<file path="src/rtl/dmem_arb_pkg.sv">
// rtl/dmem_arb_pkg.sv - shared types and helpers for the data-memory arbiter
package dmem_arb_pkg;

    // Arbiter FSM: normal CPU ownership, or the cycle after a host grant
    typedef enum logic {
        S_CPU = 1'b0,
        S_ACK = 1'b1
    } arb_state_t;

    // Which requester currently drives the dataMem port
    typedef enum logic {
        SEL_CPU  = 1'b0,
        SEL_HOST = 1'b1
    } mem_sel_e;

    // Width of the host wait counter; a counter that only ever holds 0 still needs one bit
    function automatic int wait_cnt_width(input int max_wait);
        int w;
        w = $clog2(max_wait + 1);
        return (w < 1) ? 1 : w;
    endfunction

endpackage

</file>
<file path="src/rtl/dmem_arbiter_if.sv">
// rtl/dmem_arbiter_if.sv - CPU, host and dataMem signal bundle for the arbiter
interface dmem_arbiter_if #(
    parameter int ADDR_W = 32,
    parameter int DATA_W = 32
);
    // MEM-stage side
    logic              cpu_re;
    logic              cpu_we;
    logic [ADDR_W-1:0] cpu_addr;
    logic [DATA_W-1:0] cpu_wdata;
    logic [DATA_W-1:0] cpu_rdata;
    logic              cpu_stall;

    // Host/debug side
    logic              host_req;
    logic              host_we;
    logic [ADDR_W-1:0] host_addr;
    logic [DATA_W-1:0] host_wdata;
    logic [DATA_W-1:0] host_rdata;
    logic              host_ack;

    // dataMem side
    logic [ADDR_W-1:0] mem_addr;
    logic [DATA_W-1:0] mem_wdata;
    logic              mem_we;
    logic              mem_re;
    logic [DATA_W-1:0] mem_rdata;

    // Arbiter view
    modport slave (
        input  cpu_re, cpu_we, cpu_addr, cpu_wdata,
        output cpu_rdata, cpu_stall,
        input  host_req, host_we, host_addr, host_wdata,
        output host_rdata, host_ack,
        output mem_addr, mem_wdata, mem_we, mem_re,
        input  mem_rdata
    );

    // Requester/memory environment view
    modport master (
        output cpu_re, cpu_we, cpu_addr, cpu_wdata,
        input  cpu_rdata, cpu_stall,
        output host_req, host_we, host_addr, host_wdata,
        input  host_rdata, host_ack,
        input  mem_addr, mem_wdata, mem_we, mem_re,
        output mem_rdata
    );
endinterface

</file>
<file path="src/rtl/arb_wait_counter.sv">
// rtl/arb_wait_counter.sv - saturating count of cycles the host has lost to the CPU
module arb_wait_counter
    import dmem_arb_pkg::*;
#(
    parameter int MAX = 4,
    parameter int W   = wait_cnt_width(MAX)
) (
    input  logic clk,
    input  logic reset,
    input  logic clr_i,
    input  logic inc_i,
    output logic at_max_o
);
    localparam logic [W-1:0] MAX_V = W'(MAX);

    logic [W-1:0] cnt_q;
    logic [W-1:0] cnt_d;

    // Clear wins over increment; increment stops at MAX
    always_comb begin
        cnt_d = cnt_q;
        if (clr_i) begin
            cnt_d = '0;
        end else if (inc_i && (cnt_q != MAX_V)) begin
            cnt_d = cnt_q + 1'b1;
        end
    end

    // Counter register
    always_ff @(posedge clk) begin
        if (!reset) begin
            cnt_q <= '0;
        end else begin
            cnt_q <= cnt_d;
        end
    end

    assign at_max_o = (cnt_q == MAX_V);

endmodule

</file>
<file path="src/rtl/dmem_arbiter.sv">
// rtl/dmem_arbiter.sv - CPU/host data-memory arbiter with bounded host wait; DMEM_ARB_STATS_EN adds counters
module dmem_arbiter
    import dmem_arb_pkg::*;
#(
    parameter int ADDR_W        = 32,
    parameter int DATA_W        = 32,
    parameter int HOST_WAIT_MAX = 4
) (
    input  logic             clk,
    input  logic             reset,
    dmem_arbiter_if.slave    bus
`ifdef DMEM_ARB_STATS_EN
    ,
    output logic [31:0]      stat_stall_cycles,
    output logic [31:0]      stat_host_xfers
`endif
);
    arb_state_t        state_q;
    logic              host_ack_q;
    logic [DATA_W-1:0] host_rdata_q;

    logic              cpu_req;
    logic              at_max;
    logic              host_pick;
    logic              cpu_stall;
    logic              cnt_clr;
    logic              cnt_inc;
    mem_sel_e          mem_sel;

    logic [ADDR_W-1:0] sel_addr;
    logic [DATA_W-1:0] sel_wdata;
    logic              sel_we;
    logic              sel_re;

    assign cpu_req = bus.cpu_re | bus.cpu_we;

    // The host only wins in S_CPU, and only when the CPU is idle or has starved it long enough
    assign host_pick = (state_q == S_CPU) & bus.host_req & (~cpu_req | at_max);
    assign mem_sel   = host_pick ? SEL_HOST : SEL_CPU;
    assign cpu_stall = host_pick & cpu_req;

    // A pending host loses a cycle whenever the CPU keeps the port; a grant or a dropped request restarts the wait
    assign cnt_clr = host_pick | ~bus.host_req;
    assign cnt_inc = bus.host_req & cpu_req;

    arb_wait_counter #(
        .MAX (HOST_WAIT_MAX)
    ) u_wait_counter (
        .clk      (clk),
        .reset    (reset),
        .clr_i    (cnt_clr),
        .inc_i    (cnt_inc),
        .at_max_o (at_max)
    );

    // dataMem port mux; idle cycles pass the CPU inputs so the enables stay low
    always_comb begin
        sel_addr  = bus.cpu_addr;
        sel_wdata = bus.cpu_wdata;
        sel_we    = bus.cpu_we;
        sel_re    = bus.cpu_re;
        case (mem_sel)
            SEL_HOST: begin
                sel_addr  = bus.host_addr;
                sel_wdata = bus.host_wdata;
                sel_we    = bus.host_we;
                sel_re    = ~bus.host_we;
            end
            default: ;
        endcase
    end

    // Grant/ack FSM with registered ack pulse and captured host read data
    always_ff @(posedge clk) begin
        if (!reset) begin
            state_q      <= S_CPU;
            host_ack_q   <= 1'b0;
            host_rdata_q <= '0;
        end else begin
            case (state_q)
                S_CPU: begin
                    if (host_pick) begin
                        state_q    <= S_ACK;
                        host_ack_q <= 1'b1;
                        if (!bus.host_we) begin
                            host_rdata_q <= bus.mem_rdata;
                        end
                    end else begin
                        host_ack_q <= 1'b0;
                    end
                end
                S_ACK: begin
                    state_q    <= S_CPU;
                    host_ack_q <= 1'b0;
                end
                default: begin
                    state_q    <= S_CPU;
                    host_ack_q <= 1'b0;
                end
            endcase
        end
    end

    assign bus.mem_addr   = sel_addr;
    assign bus.mem_wdata  = sel_wdata;
    assign bus.mem_we     = sel_we;
    assign bus.mem_re     = sel_re;
    assign bus.cpu_rdata  = bus.mem_rdata;
    assign bus.cpu_stall  = cpu_stall;
    assign bus.host_ack   = host_ack_q;
    assign bus.host_rdata = host_rdata_q;

`ifdef DMEM_ARB_STATS_EN
    logic [31:0] stall_cnt_q;
    logic [31:0] xfer_cnt_q;

    // Free-running stall and completed-transfer counters, wrapping at 2^32
    always_ff @(posedge clk) begin
        if (!reset) begin
            stall_cnt_q <= '0;
            xfer_cnt_q  <= '0;
        end else begin
            if (cpu_stall) begin
                stall_cnt_q <= stall_cnt_q + 32'd1;
            end
            if (host_ack_q) begin
                xfer_cnt_q <= xfer_cnt_q + 32'd1;
            end
        end
    end

    assign stat_stall_cycles = stall_cnt_q;
    assign stat_host_xfers   = xfer_cnt_q;
`endif

endmodule

</file>
<file path="src/flat_wrapper.sv">
// flat-port wrapper written by rule: the top's interface ports become plain ports
module dmem_arbiter_flat import dmem_arb_pkg::*;
#(
    parameter int ADDR_W        = 32,
    parameter int DATA_W        = 32,
    parameter int HOST_WAIT_MAX = 4
)
  (clk, reset, bus_cpu_re, bus_cpu_we, bus_cpu_addr, bus_cpu_wdata, bus_cpu_rdata, bus_cpu_stall, bus_host_req, bus_host_we, bus_host_addr, bus_host_wdata, bus_host_rdata, bus_host_ack, bus_mem_addr, bus_mem_wdata, bus_mem_we, bus_mem_re, bus_mem_rdata);
  dmem_arbiter_if #(.ADDR_W(ADDR_W), .DATA_W(DATA_W)) bus_i ();
  input  logic clk;
  input  logic reset;
  input wire logic [$bits(bus_i.cpu_re)-1:0] bus_cpu_re;
  input wire logic [$bits(bus_i.cpu_we)-1:0] bus_cpu_we;
  input wire logic [$bits(bus_i.cpu_addr)-1:0] bus_cpu_addr;
  input wire logic [$bits(bus_i.cpu_wdata)-1:0] bus_cpu_wdata;
  output wire logic [$bits(bus_i.cpu_rdata)-1:0] bus_cpu_rdata;
  output wire logic [$bits(bus_i.cpu_stall)-1:0] bus_cpu_stall;
  input wire logic [$bits(bus_i.host_req)-1:0] bus_host_req;
  input wire logic [$bits(bus_i.host_we)-1:0] bus_host_we;
  input wire logic [$bits(bus_i.host_addr)-1:0] bus_host_addr;
  input wire logic [$bits(bus_i.host_wdata)-1:0] bus_host_wdata;
  output wire logic [$bits(bus_i.host_rdata)-1:0] bus_host_rdata;
  output wire logic [$bits(bus_i.host_ack)-1:0] bus_host_ack;
  output wire logic [$bits(bus_i.mem_addr)-1:0] bus_mem_addr;
  output wire logic [$bits(bus_i.mem_wdata)-1:0] bus_mem_wdata;
  output wire logic [$bits(bus_i.mem_we)-1:0] bus_mem_we;
  output wire logic [$bits(bus_i.mem_re)-1:0] bus_mem_re;
  input wire logic [$bits(bus_i.mem_rdata)-1:0] bus_mem_rdata;
  assign bus_i.cpu_re = bus_cpu_re;
  assign bus_i.cpu_we = bus_cpu_we;
  assign bus_i.cpu_addr = bus_cpu_addr;
  assign bus_i.cpu_wdata = bus_cpu_wdata;
  assign bus_cpu_rdata = bus_i.cpu_rdata;
  assign bus_cpu_stall = bus_i.cpu_stall;
  assign bus_i.host_req = bus_host_req;
  assign bus_i.host_we = bus_host_we;
  assign bus_i.host_addr = bus_host_addr;
  assign bus_i.host_wdata = bus_host_wdata;
  assign bus_host_rdata = bus_i.host_rdata;
  assign bus_host_ack = bus_i.host_ack;
  assign bus_mem_addr = bus_i.mem_addr;
  assign bus_mem_wdata = bus_i.mem_wdata;
  assign bus_mem_we = bus_i.mem_we;
  assign bus_mem_re = bus_i.mem_re;
  assign bus_i.mem_rdata = bus_mem_rdata;
  dmem_arbiter #(.ADDR_W(ADDR_W), .DATA_W(DATA_W), .HOST_WAIT_MAX(HOST_WAIT_MAX)) u_core (.clk(clk), .reset(reset), .bus(bus_i));
endmodule
</file>
<file path="config.mk">
export PLATFORM = sky130hd
export DESIGN_NAME = dmem_arbiter_flat
export DESIGN_NICKNAME = d
export VERILOG_FILES = /design/src/rtl/dmem_arb_pkg.sv /design/src/rtl/dmem_arbiter_if.sv /design/src/rtl/arb_wait_counter.sv /design/src/rtl/dmem_arbiter.sv /design/src/flat_wrapper.sv
export SDC_FILE = /design/constraint.sdc
export NUM_CORES = 1
export LEC_CHECK = 0
export ABC_AREA = 1
export BUFFER_PORTS_ARGS = -buffer_cell sky130_fd_sc_hd__buf_2
export CAP_MARGIN = 5
export CORE_AREA = 2 2 115 117
export DETAILED_ROUTE_END_ITERATION = 8
export DIE_AREA = 0 0 117 119
export GPL_TIMING_DRIVEN = 0
export HOLD_SLACK_MARGIN = 0.15
export PLACE_DENSITY = 0.61
export SKIP_CTS_REPAIR_TIMING = 1
export SLEW_MARGIN = 10
export SYNTH_ARGS = -nofsm -noshare
export SYNTH_HDL_FRONTEND = slang
export SYNTH_SLANG_ARGS = --single-unit
</file>
<file path="constraint.sdc">
create_clock -name clk -period 2.09 [get_ports clk]
set_input_delay 0.418 -clock clk [delete_from_list [all_inputs] [get_ports clk]]
set_output_delay 0.418 -clock clk [all_outputs]
set_load 0.03 [all_outputs]
</file>
After elaboration in Yosys (flattened, before gate mapping)
Cells that the tools add are included.
- $add $sub $neg: 1
- equal/unequal tests: 2
- muxes and demuxes: 6
- bitwise gates (word level): 12
- reduce and logical (&&, ||, !) cells: 3
- operator list (operator ; count):
    32-bit two-way mux ; 2
    1-bit inverter ; 5
    1-bit bitwise AND ; 4
    3-bit by 1-bit adder with 3-bit output (second input constant) ; 1
    3-bit equality test (second input constant) ; 1
    1-bit two-way mux ; 3
    3-bit != test (second input constant) ; 1
    1-bit bitwise OR ; 3
    3-bit AND reduction ; 1
    1-bit case mux with 2 select lines ; 1
    2-bit OR reduction ; 1
    1-bit logical AND ; 1
- flip-flop bits (word level): 36
- output and inout port bits: 132
- word-level logic and storage cells: 27

Longest topological paths before layout
Gate-level depths: netlist (run 1).
- word-level depth: 6
- depth in mapped cells: 10
- depth with buffers taken out: 8

Hierarchy
From an unflattened synthesis (run 1), not the netlist that was laid out.
- cell total of the unflattened synthesis: 557
- area, all modules: 2975.4 µm²
- by module, submodules not included (module ; times used ; cells an instance ; area each (µm²)):
    dmem_arbiter ; 1 ; 529 ; 2796.4
    arb_wait_counter ; 1 ; 28 ; 178.9

Least setup slack after synthesis (run 1)
OpenSTA, ideal clock, no wires.
- kind: register to output
- from: register u_core.u_wait_counter.cnt_q[0]
- to: output bus_mem_re
- arrival: 1723 ps
- setup slack: -51 ps
- cell stages (with the launch flop): 9
- path buffers: 1
- cells stage by stage: dfxtp_1 inv_1 ha_1 nand2_1 o21ai_2 nand2_2 inv_2 buf_6 o21ai_0
- longest elaborated chain between the ends: 5
- RTL lines (what ; line ; source):
    start: declaration ; arb_wait_counter.sv:16 ; logic [W-1:0] cnt_q;
    start signal: assignment ; arb_wait_counter.sv:34 ; cnt_q <= cnt_d;
    3-bit equality test ; arb_wait_counter.sv:38 ; assign at_max_o = (cnt_q == MAX_V);
    1-bit bitwise OR ; dmem_arbiter.sv:38 ; assign host_pick = (state_q == S_CPU) & bus.host_req & (~cpu_req | at_max);
    1-bit bitwise AND ; dmem_arbiter.sv:38 ;
    1-bit two-way mux ; dmem_arbiter.sv:39 ; assign mem_sel = host_pick ? SEL_HOST : SEL_CPU;
    1-bit two-way mux ; dmem_arbiter.sv:62 ; case (mem_sel)
    end: declaration ; flat_wrapper.sv:27 ; output wire logic [$bits(bus_i.mem_re)-1:0] bus_mem_re;
Every way passes these cells.

Worst setup path in the final report (run 1)
- from: register u_core.u_wait_counter.cnt_q[1]
- to: output bus_mem_addr[24]
- longest elaborated chain between the ends: 5
- RTL lines (what ; line ; source):
    3-bit equality test ; arb_wait_counter.sv:38 ;
    1-bit bitwise OR ; dmem_arbiter.sv:38 ;
    1-bit bitwise AND ; dmem_arbiter.sv:38 ;
    1-bit two-way mux ; dmem_arbiter.sv:39 ;
    32-bit two-way mux ; dmem_arbiter.sv:62 ;
    end: declaration ; flat_wrapper.sv:24 ; output wire logic [$bits(bus_i.mem_addr)-1:0] bus_mem_addr;
Every way passes these cells.

==> results.md, run 1 <==
- Status: finished with violations
- Failing checks: setup timing
- Site Rows: 42
- Fin crit share: 104%
- Largest net degree at the start of global routing: 11
- Simple-Gate Fraction of Synth Area: 46.1%
- DRT iter0 DRCs: 154
- Die Wd: around 120 µm
- Share of layout cells above drive strength 1: 49.1%
- Synth Area in Adders: 0.849%
- # fillers: 1398
- Multiplexer share of the synthesized area: 0%
- Max_slew headroom: ~69%
- Slew Viols, Final: 0
- HPWL Detailed: around 10 mm
- RSZ-0062 raised after global routing: yes
- Initial Util: 22.9%
- Iteration count of the initial detailed-routing pass: 5
- Die boundary height: 119 µm
- Switching Share: 36.3%
- Crit-path max FO: 10
- Non-Filler Instances: ~1.0k
- Yosys top cell area share: around 34%
- Least-Margin Pin Slew: 0.464 ns
- Total grt overflow: 0
- Primary FF master, synth: dfxtp_1
- Final Hold Viols: 0
- Synthesis Warnings: 0
- Sequential area share after synthesis: 24.4%
- Worst Clk Skew: between 0.0015 and 0.002 ns
- # diodes: 0
- Pre-CTS WS: -0.273 ns
- Core area: 0.0129 mm²
- Vias in the first global route: between 3k and 4k
- Hold/Removal Path Class: in2reg
- Clk sinks: 36
- Synth area leaders: nand2_1 34%, dfxtp_1 24%, inv_1 13%
- WL per Instance: 12.2 µm
- Antenna violations before repair: 0
- Vias: about 4.2k
- Crit path capture: bus_mem_addr[24]
- Critical path class: reg2out
- Most frequent CP cell: nand2_4
- Crit. Startpoint: u_core.u_wait_counter.cnt_q[1]
- Min Tclk post-route: 2.17 ns
- Post-Synthesis Cells: 548
- Placed insts: between 1k and 1.5k
- Critical R2R Launch: u_core.u_wait_counter.cnt_q[1]
- Root Driver: clkbuf_16
- Count leader, synth: nand2_1
- Mapped Area: 0.00295 mm²
- Synth top cells by count: 264 x nand2_1, 102 x inv_1, 36 x dfxtp_1, 33 x nand4_1, 33 x nor2_1
- Pleak: 3.41 nW
- Post-Syn Nets: slightly above 700
- Syn_area_per_cell: 5.38 µm²
- Clock Power Share: 28.9%
- CP max-delay cell: dfxtp_2
- Post-synth EDFFs: 0
- Complex-gate fraction of the synthesized area: 1.23%
- TritonCTS Buffers: 5
- Fin util: between 40 and 50%
- Die footprint: ~0.014 mm²
- Pwr/cell area: 478 mW/mm²
- Crit-path max cell delay: 0.33 ns
- First-pass GRT wire length: roughly 17 mm
- H-tree depth: 2
- R2R setup slack: 0.44 ns
- Critical Path RT: between 1.5 and 2 ns
- Max rail drop VDD: 0.254 mV
- Synth Register Bits: 36
- Worst R2R End: u_core.bus.host_rdata[6]
- Clock latency on the worst-skew pair: 0.27 ns
- Largest area contributor in the netlist: nand2_1
- Worst hold margin: 0.459 ns
- All-Layer GR Usage: 15.8%
- Final setup fails: 44
- TritonCTS clock tree: built
- Total chip power: 0.00265 W
- Sequential share of power: 27.2%
- Cell family with most CP delay: buffers and inverters
- Power share of the combinational group: 43.8%
- Net Sw Power: 0.000962 W
- DR DRC count: 0
- Setup slack after layout: -0.0803 ns
- Fmax achieved: 461 MHz
- CP bufs+invs: 5
- Clock-pin slew on the worst setup and hold paths: 0.05 ns
- Sequence of cells on the critical path: inv_2 > ha_4 > nand2_4 > o21ai_4 > nand2_4 > inv_6 > buf_12 > buf_8 > nand2_1 > nand2_2 > buf_6
- Worst r2r path cells: 10
- WP depth: 11
- Crit path launch type: flop
- Io pins: 298
- Synth-to-layout area growth: 87.8%
- Max-cap viol count: 0
- Crit path capture type: output pin
- Nets@finish: 1034
- Post-DRT Antenna Nets: 0
- Main combinational cell family by area after synthesis: simple AND/OR/NAND/NOR gates
- Routability Congestion: 0.841
- Crit path arrival time: 1.75 ns
- Vias/cell: ~4
- DRT Wirelength: 12.7 mm
- Cell variety after synth: 22
- Port Buffers: between 200 and 300
- Clk buf depth: 2
- Internal: 0.00169 W
- Ys async rst share: 0%
- Post-synthesis xor/xnor area fraction: 0.297%
-- layout by cell type (no fill, tap or decap), types with 2 or more instances in the layout --
cell type	netlist	routed
buf_2	15	243
nand2_1	264	222
inv_1	102	100
buf_4	32	51
buf_6	4	42
nand2_2	1	37
dfxtp_1	36	34
nand4_1	33	33
nor2_1	33	33
clkbuf_4	0	15
clkbuf_1	10	8
clkbuf_16	0	8
nand2_4	0	6
buf_8	0	6
inv_2	3	4
buf_12	0	3
a21oi_1	3	3
nand3_1	2	2
clkbuf_8	0	2
dfxtp_2	0	2
-- per-layer routing --
metal,routed length (µm),part of all wire [%],global-route usage [%]
met5,0,0,0
met1,5580,44,21.1
met4,85,0.67,2.21
met3,947,7.4,3.46
met2,6140,48,26.7
-- stage by stage --
stage | setup TNS [ns] | instance area, µm²
after floorplan | 0 | 2950
after global placement | -10.31 | 4650
after detailed placement | -10.91 | 4650
after CTS | -30.41 | 4800
after global routing | -6.36 | 5540
final | -1.41 | 5540
-- worst reg2reg max path: stages (launching register included) --
cell and delay (ns):
dfxtp_2 0.33, inv_2 0.07, ha_4 0.14, nand2_4 0.06, o21ai_4 0.10, buf_12 0.15
buf_4 0.10, clkbuf_1 0.34, nand4_1 0.15, nand2_1 0.09, nor2_1 0.04
-- kinds of logic (layout without fill, tap and decap cells) --
| logic type | Yosys count | in the layout |
|---|---|---|
| xor gates and xnor gates | 1 | 1 |
| DFF | 36 | 36 |
| and+or+nand+nor | 335 | 335 |
| buffers and inverters | 168 | 486 |
| AOI/OAI and AO/OA | 6 | 6 |
| adders and majority gates | 2 | 2 |
-- worst min path at each step --
stage	from	to	slack [ns]	cells after the start
2_1_floorplan	u_core.u_wait_counter.cnt_q[1]	u_core.u_wait_counter.cnt_q[1]	0.46	2
3_5_place_dp	u_core.u_wait_counter.cnt_q[0]	u_core.u_wait_counter.cnt_q[0]	0.48	2
3_3_place_gp	u_core.u_wait_counter.cnt_q[0]	u_core.u_wait_counter.cnt_q[0]	0.48	2
5_1_grt	bus_host_req	u_core.u_wait_counter.cnt_q[1]	0.47	3
6_report	bus_host_req	u_core.u_wait_counter.cnt_q[1]	0.46	3
4_1_cts	bus_host_req	u_core.u_wait_counter.cnt_q[1]	0.46	3
-- power by group through the flow --
| stage | combinational, W | clock [W] | sequential (W) |
|---|---|---|---|
| 2_1_floorplan | 0.000563 | 0 | 0.000781 |
| 3_3_place_gp | 0.000984 | 0 | 0.000735 |
| 3_5_place_dp | 0.000987 | 0 | 0.000736 |
| 4_1_cts | 0.000990 | 0.000794 | 0.000721 |
| 5_1_grt | 0.00125 | 0.000823 | 0.000724 |
| 6_report | 0.00116 | 0.000767 | 0.000721 |
-- layout make-up --
cell class                      instances  area (µm²)  share of cell area (%)
Timing Repair Buffer                  311        1960                    35.4
Multi-Input combinational cell        344        1590                    28.7
Sequential cell                        36         723                    13.1
Buffer                                 62         489                    8.83
Inverter                              106         403                    7.27
Tap cell                              176         220                    3.98
Clock buffer                            7         153                    2.76
-- sequential cells by signal, summed over array words and instances, names as in the netlist --
signal and flops:
u_core.state_q 1, u_core.u_wait_counter.cnt_q 3, u_core.bus.host_rdata 32
(Power assumes the default switching activity.)
==> run 2: changes to the inputs <==
- PLACE_DENSITY: 0.61 -> 0.65
- SETUP_SLACK_MARGIN: unset -> 0.2
- TNS_END_PERCENT: unset -> 1
==> results.md, run 2 (synthesized netlist as in run 1, its figures left out) <==
- Die boundary height: about 120 µm
- Max rail drop VDD: 0.374 mV
- Status: finished with violations
- Reg area: 723 µm²
- Vias in the first global route: between 3k and 4k
- Min Tclk post-route: 2.20 ns
- Crit-path max cell delay: between 0.3 and 0.4 ns
- Iteration count of the initial detailed-routing pass: 5
- DRT Wirelength: 13.3 mm
- Commonest non-fill, non-tap cell in the layout: buf_2
- WL met1: around 5.7 mm
- Fin crit share: 105%
- Site Rows: 42
- Worst hold margin: 0.447 ns
- Crit path launch type: flop
- # fillers: 1372
- Hold/Removal Path Class: in2reg
- Max_slew headroom: 68.3%
- Post-DRT Antenna Nets: 0
- Core area: roughly 0.013 mm²
- Clk sinks: 36
- Die footprint: 0.0139 mm²
- Crit path arrival time: 1.78 ns
- DRT iter0 DRCs: approximately 190
- # diodes: 0
- WP depth: 10
- Clk buf depth: 2
- TritonCTS Buffers: 5
- Critical path class: reg2out
- Max reg flops: 32
- Antenna violations before repair: 0
- Fin util: 43.6%
- Sequence of cells on the critical path: inv_2 > ha_4 > nand2_4 > o21ai_4 > nand2_4 > buf_12 > buf_8 > nand2_1 > nand2_2 > buf_6
- WL per Instance: 12.7 µm
- Crit. Startpoint: u_core.u_wait_counter.cnt_q[0]
- Synth-to-layout area growth: 90.5%
- HPWL Detailed: 9.98 mm
- Vias: 4236
- Final setup fails: 65
- Pleak: 3.44 nW
- Routability Congestion: between 0.7 and 0.8
- Crit path capture: bus_mem_addr[14]
- Die Wd: around 120 µm
- Worst r2r path cells: 9
- R2R setup slack: between 0.5 and 0.6 ns
- Most frequent cells in the layout: 240 x buf_2, 218 x nand2_1, 100 x inv_1, 60 x buf_6, 44 x buf_4
- Port Buffers: 296
- Least-Margin Pin Slew: 0.475 ns
- Detail Route met2 WL: 6.54 mm
- Area of the multi-input gates: 0.00159 mm²
- CP bufs+invs: 4
- Vias/cell: about 4
- Post-route cell area: ~0.0056 mm²
- Crit path capture type: output pin
- All-Layer GR Usage: 16.3%
- WL met3: 928 µm
- Setup TNS: -3.49 ns
- Initial Util: 22.9%
- H-tree depth: 2
- Hold Path Depth: 3
- Worst Clk Skew: 0.00414 ns
- Critical R2R Launch: u_core.u_wait_counter.cnt_q[0]
- Total grt overflow: 0
- Max-cap viol count: 0
- Top routing layer in use: met4
- Clock-pin slew on the worst setup and hold paths: 0.06 ns
- Placed insts: 1020
- Worst R2R End: u_core.bus.host_rdata[10]
- Clock latency on the worst-skew pair: 0.28 ns
- Io pins: about 300
- Pwr/cell area: between 400 and 500 mW/mm²
- Non-Filler Instances: 1042
- First-pass GRT wire length: 17.6 mm
- TritonCTS clock tree: built
- Fmax achieved: 455 MHz
- Nets@finish: ~1.0k
- Most frequent CP cell: nand2_4
- Failing checks: setup timing
- Setup slack after layout: -0.106 ns
- Share of layout cells above drive strength 1: around half
- Crit-path max FO: 10
- DR DRC count: 0
- Final Hold Viols: 0
- Root Driver: clkbuf_16
- RSZ-0062 raised after global routing: yes
- Cell family with most CP delay: buffers and inverters
- Slew Viols, Final: 0
- Critical Path RT: 1.67 ns
- Largest net degree at the start of global routing: 13
- CP max-delay cell: dfxtp_2
- Placed inst area: 0.00465 mm²
[run 2: cell count changes in the layout (fill, tap and decap cells not counted), sizes merged]
cell | before | now
clkbuf | 34 | 26
buf | 346 | 351
bufinv | 0 | 1
clkinv | 1 | 2
clkinvlp | 0 | 1
[run 2: worst min-delay path by stage]
| stage | start | endpoint | slack (ns) |
|---|---|---|---|
| detailed placement | u_core.u_wait_counter.cnt_q[1] | u_core.u_wait_counter.cnt_q[1] | 0.49 |
| finish | bus_host_req | u_core.u_wait_counter.cnt_q[1] | 0.45 |
| CTS | bus_host_req | u_core.u_wait_counter.cnt_q[1] | 0.45 |
| global placement | u_core.u_wait_counter.cnt_q[0] | u_core.u_wait_counter.cnt_q[0] | 0.47 |
| floorplan | u_core.u_wait_counter.cnt_q[1] | u_core.u_wait_counter.cnt_q[1] | 0.46 |
| global route | bus_host_req | u_core.u_wait_counter.cnt_q[1] | 0.48 |
[run 2: worst register-to-register path: stages (launching register included)]
cell,delay [ns]
dfxtp_2,0.33
inv_2,0.07
ha_4,0.13
nand2_4,0.05
o21ai_4,0.12
buf_4,0.18
clkbuf_1,0.33
nand4_1,0.14
nand2_1,0.09
nor2_1,0.04
[run 2: cell type report]
cell class | instances | area share [%]
Buffer | 62 | 8.58
Clock buffer | 5 | 2.23
Clock inverter | 3 | 0.757
Inverter | 106 | 7.22
Multi-Input combinational cell | 344 | 28.4
Sequential cell | 36 | 12.9
Tap cell | 176 | 3.92
Timing Repair Buffer | 310 | 36.0
[run 2: where the power goes]
part	internal, W	switching, W
registers	0.000710	0.0000113
clock network	0.000561	0.000309
logic	0.000494	0.000695
[run 2: per-stage QoR]
| step | power, W | setup WS [ns] |
|---|---|---|
| 2_1_floorplan | 0.00134 | 0.174 |
| 3_3_place_gp | 0.00172 | -0.363 |
| 3_5_place_dp | 0.00172 | -0.362 |
| 4_1_cts | 0.00261 | -0.676 |
| 5_1_grt | 0.00293 | -0.192 |
| 6_report | 0.00278 | -0.106 |
[run 2: routing by layer]
layer / vias to the layer above / global-route usage, %
met1: 1847 / 21.7
met2: 180 / 27.9
li1: 2201 / -
met3: 8 / 2.29
met4: 0 / 3.01
met5: - / 0
